<file path="config.mk">
export PLATFORM = sky130hd
export DESIGN_NAME = duty_button_conditioner
export DESIGN_NICKNAME = d
export VERILOG_FILES = /design/src/rtl/duty_button_conditioner.sv
export SDC_FILE = /design/constraint.sdc
export NUM_CORES = 1
export LEC_CHECK = 0
export CAP_MARGIN = 5
export CORE_ASPECT_RATIO = 1.75
export CORE_MARGIN = 2
export CORE_UTILIZATION = 45
export CTS_BUF_LIST = sky130_fd_sc_hd__clkbuf_16
export DETAILED_ROUTE_END_ITERATION = 7
export GPL_TIMING_DRIVEN = 0
export HOLD_SLACK_MARGIN = 0.15
export MAX_ROUTING_LAYER = met4
export SLEW_MARGIN = 25
export SYNTH_ARGS = -nofsm -noshare
export SYNTH_HDL_FRONTEND = slang
export SYNTH_SLANG_ARGS = --single-unit
</file>
<file path="constraint.sdc">
create_clock -name clk -period 2.5 [get_ports clk]
set_clock_uncertainty 0.2 [all_clocks]
set_input_delay 0.375 -clock clk [delete_from_list [all_inputs] [get_ports clk]]
set_output_delay 0.375 -clock clk [all_outputs]
set_load 0.01 [all_outputs]
</file>
<file path="src/rtl/duty_button_conditioner.sv">
// Push-button front end for pwm_generator: per-button 2-FF synchroniser, debounce,
// press / hold-to-repeat FSM and up/down lockout, producing one-cycle duty requests.
module duty_button_conditioner #(
   parameter int DEBOUNCE_CYCLES = 16,
   parameter int REPEAT_DELAY    = 64,
   parameter int REPEAT_RATE     = 16,
   parameter int CNT_W           = 16
) (
   input  logic clk,
   input  logic reset,
   input  logic btn_up_raw,
   input  logic btn_down_raw,
   output logic increase_duty,
   output logic decrease_duty,
   output logic btn_up_level,
   output logic btn_down_level
);

   typedef enum logic [1:0] {
      ST_IDLE   = 2'd0,
      ST_HOLD   = 2'd1,
      ST_REPEAT = 2'd2,
      ST_LOCK   = 2'd3
   } state_t;

   localparam logic [CNT_W-1:0] CNT_ZERO = {CNT_W{1'b0}};
   localparam logic [CNT_W-1:0] CNT_ONE  = CNT_W'(1);
   localparam logic [CNT_W-1:0] DB_LAST  = CNT_W'(DEBOUNCE_CYCLES - 1);
   localparam logic [CNT_W-1:0] RD_LAST  = CNT_W'((REPEAT_DELAY > 0) ? (REPEAT_DELAY - 1) : 0);
   localparam logic [CNT_W-1:0] RR_LAST  = CNT_W'(REPEAT_RATE - 1);
   localparam bit               RPT_EN   = (REPEAT_DELAY != 0);

   logic [1:0] w_raw;
   logic [1:0] w_lvl;
   logic [1:0] w_pulse;

   assign w_raw = {btn_down_raw, btn_up_raw};

   // Index 0 is the up button, index 1 the down button.
   for (genvar g = 0; g < 2; g++) begin : g_btn
      logic             r_ff1;
      logic             r_ff2;
      logic             r_lvl;
      logic             r_pulse;
      logic [CNT_W-1:0] r_db_cnt;
      logic [CNT_W-1:0] r_rpt_cnt;
      state_t           r_state;
      state_t           w_state_nxt;
      logic [CNT_W-1:0] w_rpt_nxt;
      logic             w_pulse_nxt;
      logic             w_other;

      assign w_other    = (g == 0) ? w_lvl[1] : w_lvl[0];
      assign w_lvl[g]   = r_lvl;
      assign w_pulse[g] = r_pulse;

      // Two-flop synchroniser for the asynchronous raw button.
      always_ff @(posedge clk or negedge reset) begin
         if (!reset) begin
            r_ff1 <= 1'b0;
            r_ff2 <= 1'b0;
         end else begin
            r_ff1 <= w_raw[g];
            r_ff2 <= r_ff1;
         end
      end

      // Debounce: accept a new level only after it persisted DEBOUNCE_CYCLES cycles.
      always_ff @(posedge clk or negedge reset) begin
         if (!reset) begin
            r_lvl    <= 1'b0;
            r_db_cnt <= CNT_ZERO;
         end else if (r_ff2 == r_lvl) begin
            r_db_cnt <= CNT_ZERO;
         end else if (r_db_cnt == DB_LAST) begin
            r_lvl    <= r_ff2;
            r_db_cnt <= CNT_ZERO;
         end else begin
            r_db_cnt <= r_db_cnt + CNT_ONE;
         end
      end

      // Press / auto-repeat / lockout next-state and pulse decode.
      always_comb begin
         w_state_nxt = r_state;
         w_rpt_nxt   = r_rpt_cnt;
         w_pulse_nxt = 1'b0;
         if (!r_lvl) begin
            w_state_nxt = ST_IDLE;
            w_rpt_nxt   = CNT_ZERO;
         end else begin
            case (r_state)
               ST_IDLE: begin
                  if (w_other) begin
                     w_state_nxt = ST_LOCK;
                  end else begin
                     w_pulse_nxt = 1'b1;
                     w_rpt_nxt   = CNT_ZERO;
                     w_state_nxt = ST_HOLD;
                  end
               end
               ST_HOLD: begin
                  if (w_other) begin
                     w_state_nxt = ST_LOCK;
                     w_rpt_nxt   = CNT_ZERO;
                  end else if (RPT_EN && (r_rpt_cnt == RD_LAST)) begin
                     w_pulse_nxt = 1'b1;
                     w_rpt_nxt   = CNT_ZERO;
                     w_state_nxt = ST_REPEAT;
                  end else if (RPT_EN) begin
                     w_rpt_nxt = r_rpt_cnt + CNT_ONE;
                  end else begin
                     w_rpt_nxt = r_rpt_cnt;
                  end
               end
               ST_REPEAT: begin
                  if (w_other) begin
                     w_state_nxt = ST_LOCK;
                     w_rpt_nxt   = CNT_ZERO;
                  end else if (r_rpt_cnt == RR_LAST) begin
                     w_pulse_nxt = 1'b1;
                     w_rpt_nxt   = CNT_ZERO;
                  end else begin
                     w_rpt_nxt = r_rpt_cnt + CNT_ONE;
                  end
               end
               ST_LOCK: begin
                  w_state_nxt = ST_LOCK;
               end
               default: begin
                  w_state_nxt = ST_IDLE;
                  w_rpt_nxt   = CNT_ZERO;
               end
            endcase
         end
      end

      // FSM state, repeat counter and registered request pulse.
      always_ff @(posedge clk or negedge reset) begin
         if (!reset) begin
            r_state   <= ST_IDLE;
            r_rpt_cnt <= CNT_ZERO;
            r_pulse   <= 1'b0;
         end else begin
            r_state   <= w_state_nxt;
            r_rpt_cnt <= w_rpt_nxt;
            r_pulse   <= w_pulse_nxt;
         end
      end
   end

   assign increase_duty  = w_pulse[0];
   assign decrease_duty  = w_pulse[1];
   assign btn_up_level   = w_lvl[0];
   assign btn_down_level = w_lvl[1];

endmodule

</file>
# Yosys cells after proc, flatten, opt, wreduce, memory -nomap -nowiden
# Cells that the tools add are included.
# W data, S select, Z words.
[word_totals]
register_bits = 76
in_bits = 4
output_inout_bits = 4
wordCells = 94
[classes]
add_sub_neg = 4
n_eq_ne = 22
muxes = 44
bitwise = 2
reduce_logical = 8
[ops]
columns = ["op", "count"]
rows = [
  ["$mux W16", 16],
  ["$pmux W16 S3", 2],
  ["$add A16 B1 Y16 const B", 4],
  ["$eq A16 B4 Y1 const B", 4],
  ["$eq A16 B6 Y1 const B", 2],
  ["$mux W2", 10],
  ["$pmux W2 S4", 2],
  ["$mux W1", 12],
  ["$ne A3 B3 Y1 const B", 4],
  ["$reduce_and A2 Y1", 6],
  ["$eq A2 B2 Y1 const B", 4],
  ["$ne A4 B1 Y1 const B", 2],
  ["$ne A4 B4 Y1 const B", 2],
  ["$pmux W1 S3", 2],
  ["$eq A2 B1 Y1 const B", 2],
  ["$logic_not A2 Y1", 2],
  ["$eq A1 B1 Y1", 2],
  ["$not A1 Y1", 2],
]

# Depth between registers and ports, before layout
[depth]
word_depth = 5
ltp_mapped = 9
ltp_nobuf = 7

# Least setup slack after synthesis
# OpenSTA, ideal clock, no wires.
[synth_path]
path_kind = "reg-to-reg"
start = "register g_btn[0].r_rpt_cnt[8]"
end = "register g_btn[0].r_rpt_cnt[0]"
setup_ps = 125
t_arrival_ps = 1796
slack_ps = 379
path_stages_with_launch = 7
n_path_buf = 2
period_less_slack_ps = 2121
cell_sequence = "dfrtp_1 -> nor4_1 -> nand4_1 -> a41o_1 -> buf_2 -> buf_2 -> mux2_2"
[synth_between]
elab_chain_cells = 5
elab_cells_between_ends = 8
classes_between = "eq/ne (2); mux (6)"
[synth_lines]
columns = ["element", "line", "rtl"]
rows = [
  ["from (decl)", "46", "logic [CNT_W-1:0] r_rpt_cnt;"],
  ["from (signal assigned)", "146", "r_rpt_cnt <= w_rpt_nxt;"],
  ["$eq A16 B4 Y1 or $eq A16 B6 Y1 (tied branches)", "120, 106", ""],
  ["$mux W16, on equally long branches", "120, 106", ""],
  ["$mux W16, on equally long branches", "117, 103", ""],
  ["$pmux W16 S3 (*)", "92", "case (r_state)"],
  ["$mux W16 (*)", "88", "if (!r_lvl) begin"],
]
# Every way passes the cells marked *; elsewhere a longest branch is shown, timed or not.
# A chain may end at the register's enable or synchronous reset.

# Worst setup path after layout
[layout_path]
start = "register g_btn[0].r_rpt_cnt[7]"
end = "register g_btn[0].r_rpt_cnt[12]"
[layout_between]
elab_chain_cells = 5
elab_cells_between_ends = 9
classes_between = "add/sub (1); eq/ne (2); mux (6)"
[layout_lines]
columns = ["element", "line"]
rows = [
  ["$add A16 B1 Y16 (tied with other cells)", "111, 124"],
  ["$mux W16, on equally long branches", "120, 106"],
  ["$mux W16, on equally long branches", "117, 103"],
  ["$pmux W16 S3 (*)", "92"],
  ["$mux W16 (*)", "88"],
]
# Marked as above.

==> flow_metrics.env <==
export IMPL_routed_wl_um=8250
export IMPL_max_vdd_ir_drop_mv=0.351
export IMPL_post_cts_buffers=0
export IMPL_grt_pass1_wl_um=14200
export IMPL_cts_buffer_depth=2
export IMPL_r2r_cells=6
export IMPL_required_ns=2.50
export IMPL_synth_seq_cells=76
export IMPL_hpwl_um=5830
export IMPL_io_pins=8
export IMPL_grt_pass1_vias=3133
export IMPL_met2_wirelength_um=4300
export IMPL_reg2reg_to="g_btn[0].r_rpt_cnt[12]$_DFFE_PN0P_"
export IMPL_switching_share=0.217
export IMPL_ant_nets=0
export IMPL_clkTransAtPathRegs_ns=0.06
export IMPL_cts_root_buf="clkbuf_16"
export IMPL_fin_util=0.529
export IMPL_finalSetupViolCount=0
export IMPL_fin_area_sq_mm=0.00459
export IMPL_instances_no_fill=562
export IMPL_num_rows=45
export IMPL_viasPerCell=5.68
export IMPL_numCtsBuffers=9
export IMPL_start_util=0.462
export IMPL_fill_cells=815
export IMPL_wire_per_inst_um=14.7
export IMPL_syn_num_nets=437
export IMPL_first_pass_iters=4
export IMPL_fmax_ghz=0.426
export IMPL_htree_levels=3
export IMPL_holdWs_ns=0.155
export IMPL_setup_ws_ns=0.154
export IMPL_yosys_warnings=0
export IMPL_path_class="reg2reg"
export IMPL_clkPwrFrac=0.496
export IMPL_hp_class="reg2reg"
export IMPL_seq_power_share=0.482
export IMPL_rsz0062_at_grt="no"
export IMPL_seq_area_frac_synth=0.475
export IMPL_dp_cells=544
export IMPL_p_comb_frac=0.022
export IMPL_worst_pin_slew_ns=0.948
export IMPL_ys_flop_type="dfrtp_1"
export IMPL_antenna_cells=0
export IMPL_post_place_ws_ns=-0.0373
export IMPL_cts_sinks=76
export IMPL_drc=0
export IMPL_powerDensity_mw_per_mm2=565
export IMPL_die_y_um=129
export IMPL_total_power_mw=2.59
export IMPL_clk_latency_ns=0.34
export IMPL_hold_violations=0
export IMPL_final_common_cell="dfrtp_1"
export IMPL_overflow=0
export IMPL_status="completed"
export IMPL_synth_cell_types=43
export IMPL_die_w_um=75.3
export IMPL_port_buffers=7
export IMPL_wl_met1_um=3530
export IMPL_netlist_instances=419
export IMPL_postSynth_asyncResetShare=1.00
export IMPL_wl_met3_um=239
export IMPL_p_leak_nw=2.01
export IMPL_synth_edf_count=0
export IMPL_vias=3193
export IMPL_post_dp_cell_area_sq_mm=0.00425
export IMPL_end_kind="flip-flop"
export IMPL_maxCapViolCount=0
export IMPL_die_area_sq_mm=0.00970
export IMPL_r2r_start="g_btn[0].r_rpt_cnt[7]$_DFFE_PN0P_"
export IMPL_drive_gt1_frac=0.0876
export IMPL_whs_endpoint="g_btn[0].r_ff2$_DFF_PN0_"
export IMPL_period_needed_ns=2.35
export IMPL_startpoint_type="flip-flop"
export IMPL_multi_input_area_sq_mm=0.00201
export IMPL_p_int_mw=2.03
export IMPL_drtIter0Drc=174
export IMPL_gp_congestion=0.829
export IMPL_final_cell_mix="76 x dfrtp_1, 43 x nor2_1, 36 x nand2_1"
export IMPL_min_path_cells=0
export IMPL_seqCellArea_sq_mm=0.00190
export IMPL_avgSynthCellArea_sq_um=9.56
export IMPL_layout_nets=458
export IMPL_hold_path_startpoint="g_btn[0].r_ff1$_DFF_PN0_"
export IMPL_maxSlewViolCount=0
export IMPL_antenna_found_initial=0
export IMPL_track_usage=0.197
export IMPL_cp_arrival_ns=2.35
export IMPL_top_layer_used="met4"
export IMPL_rrSetupSlack_ns=0.15
export IMPL_areaGrowthSynthToFinish_pct=14.5
export IMPL_fin_crit_sh=0.938
export IMPL_syn_area_sq_mm=0.00401
export IMPL_core_area_sq_mm=0.00867
export IMPL_grt_max_degree=46
export IMPL_power_switching_mw=0.563
export IMPL_crit_path_max_fanout=7
export IMPL_cts_tree="yes"
export IMPL_fin_tns_setup_ns=0
export IMPL_relSlewSlack=0.359
-- Yosys cell counts (2+ instances only) --
| cell type | number | area, sq um |
|---|---|---|
| mux2i_1 | 3 | 30.0 |
| nor3_1 | 8 | 40.0 |
| xnor2_1 | 12 | 105 |
| o31ai_1 | 4 | 30.0 |
| and3_1 | 16 | 100 |
| o21a_1 | 2 | 15.0 |
| nor2b_1 | 3 | 18.8 |
| nand4_1 | 9 | 56.3 |
| nand2b_1 | 4 | 25.0 |
| and4_1 | 3 | 26.3 |
| inv_1 | 11 | 41.3 |
| or3_1 | 4 | 25.0 |
| ha_1 | 14 | 175 |
| clkbuf_1 | 6 | 22.5 |
| mux2_2 | 4 | 45.0 |
| nor3b_1 | 2 | 15.0 |
| a31oi_1 | 22 | 138 |
| and2_1 | 6 | 37.5 |
| nor4_1 | 13 | 81.3 |
| xor2_1 | 14 | 123 |
| nand4b_1 | 2 | 17.5 |
| nor4bb_1 | 2 | 20.0 |
| a21o_1 | 2 | 15.0 |
| a41o_1 | 2 | 20.0 |
| o21ai_0 | 15 | 75.1 |
| dfrtp_1 | 76 | 1900 |
| a22o_1 | 6 | 52.6 |
| a41oi_1 | 9 | 78.8 |
| buf_2 | 8 | 40.0 |
| nor2_1 | 43 | 161 |
| nand2_1 | 36 | 135 |
| nand3_1 | 26 | 130 |
| a21oi_1 | 20 | 100 |
| a221o_1 | 3 | 30.0 |
-- what timing repair did --
| item | CTS | global route |
|---|---|---|
| gates cloned | 0 | 0 |
| hold buffers | 2 | 0 |
| setup endpoints to repair | 10 | 31 |
| pin swaps | 0 | 0 |
| hold endpoints to repair | 32 | 0 |
| gates resized for setup | 1 | 5 |
-- cells by family after synthesis --
family,synth area share
AO/OA/AOI/OAI,0.138
XOR/XNOR,0.0569
adder cells (fa/ha/maj),0.0437
buffers and inverters,0.0291
flip-flops,0.475
multiplexers,0.0187
AND/OR/NAND/NOR,0.238
-- layer usage --
metal	track usage	vias to the layer above
met5	-	-
met4	0.0743	0
met3	0.0564	16
met2	0.314	48
met1	0.231	1552
li1	-	1577
-- flip-flops by register name, indices dropped and copies added, names as in the netlist --
name and cells:
g_btn.r_db_cnt 32, g_btn.r_ff1 2, g_btn.r_rpt_cnt 32, btn_down_level 1, g_btn.r_ff2 2, decrease_duty 1
increase_duty 1, btn_up_level 1, g_btn.r_state 4
-- power by group through the flow --
stage	logic (mW)	clock network [mW]	registers, mW
floorplan	0.0181	0	1.27
global placement	0.0532	0	1.27
detailed placement	0.0594	0	1.27
CTS	0.0621	1.32	1.25
global route	0.0687	1.39	1.25
finish	0.0581	1.29	1.25
-- worst max path at each step --
stage / from / to / slack [ns]
final: g_btn[0].r_rpt_cnt[7]$_DFFE_PN0P_ / g_btn[0].r_rpt_cnt[12]$_DFFE_PN0P_ / 0.15
after global routing: g_btn[0].r_rpt_cnt[7]$_DFFE_PN0P_ / g_btn[0].r_rpt_cnt[12]$_DFFE_PN0P_ / 0.02
after floorplan: g_btn[0].r_rpt_cnt[8]$_DFFE_PN0P_ / g_btn[0].r_rpt_cnt[0]$_DFFE_PN0P_ / 0.38
after global placement: reset / g_btn[1].r_rpt_cnt[11]$_DFFE_PN0P_ / -1.92
after CTS: g_btn[1].r_rpt_cnt[12]$_DFFE_PN0P_ / g_btn[1].r_rpt_cnt[2]$_DFFE_PN0P_ / 0.007
after detailed placement: g_btn[0].r_rpt_cnt[10]$_DFFE_PN0P_ / g_btn[0].r_rpt_cnt[0]$_DFFE_PN0P_ / -0.04
-- critical path: stages, from the launching register on --
cell      delay [ns]
dfrtp_1         0.45
and3_1          0.18
clkbuf_1        0.22
nor4b_1         0.80
nand3_1         0.16
nand2_1         0.10
a31oi_1         0.09
-- final cells by class --
class	count	share of cell area
clock buffers	9	0.0491
flip-flops and latches	76	0.415
multi-input cells	316	0.439
repair buffers	10	0.0251
clock inverters	7	0.0147
inverters	11	0.00900
well taps	117	0.0319
plain buffers	16	0.0166
(Power assumes the default switching activity.)
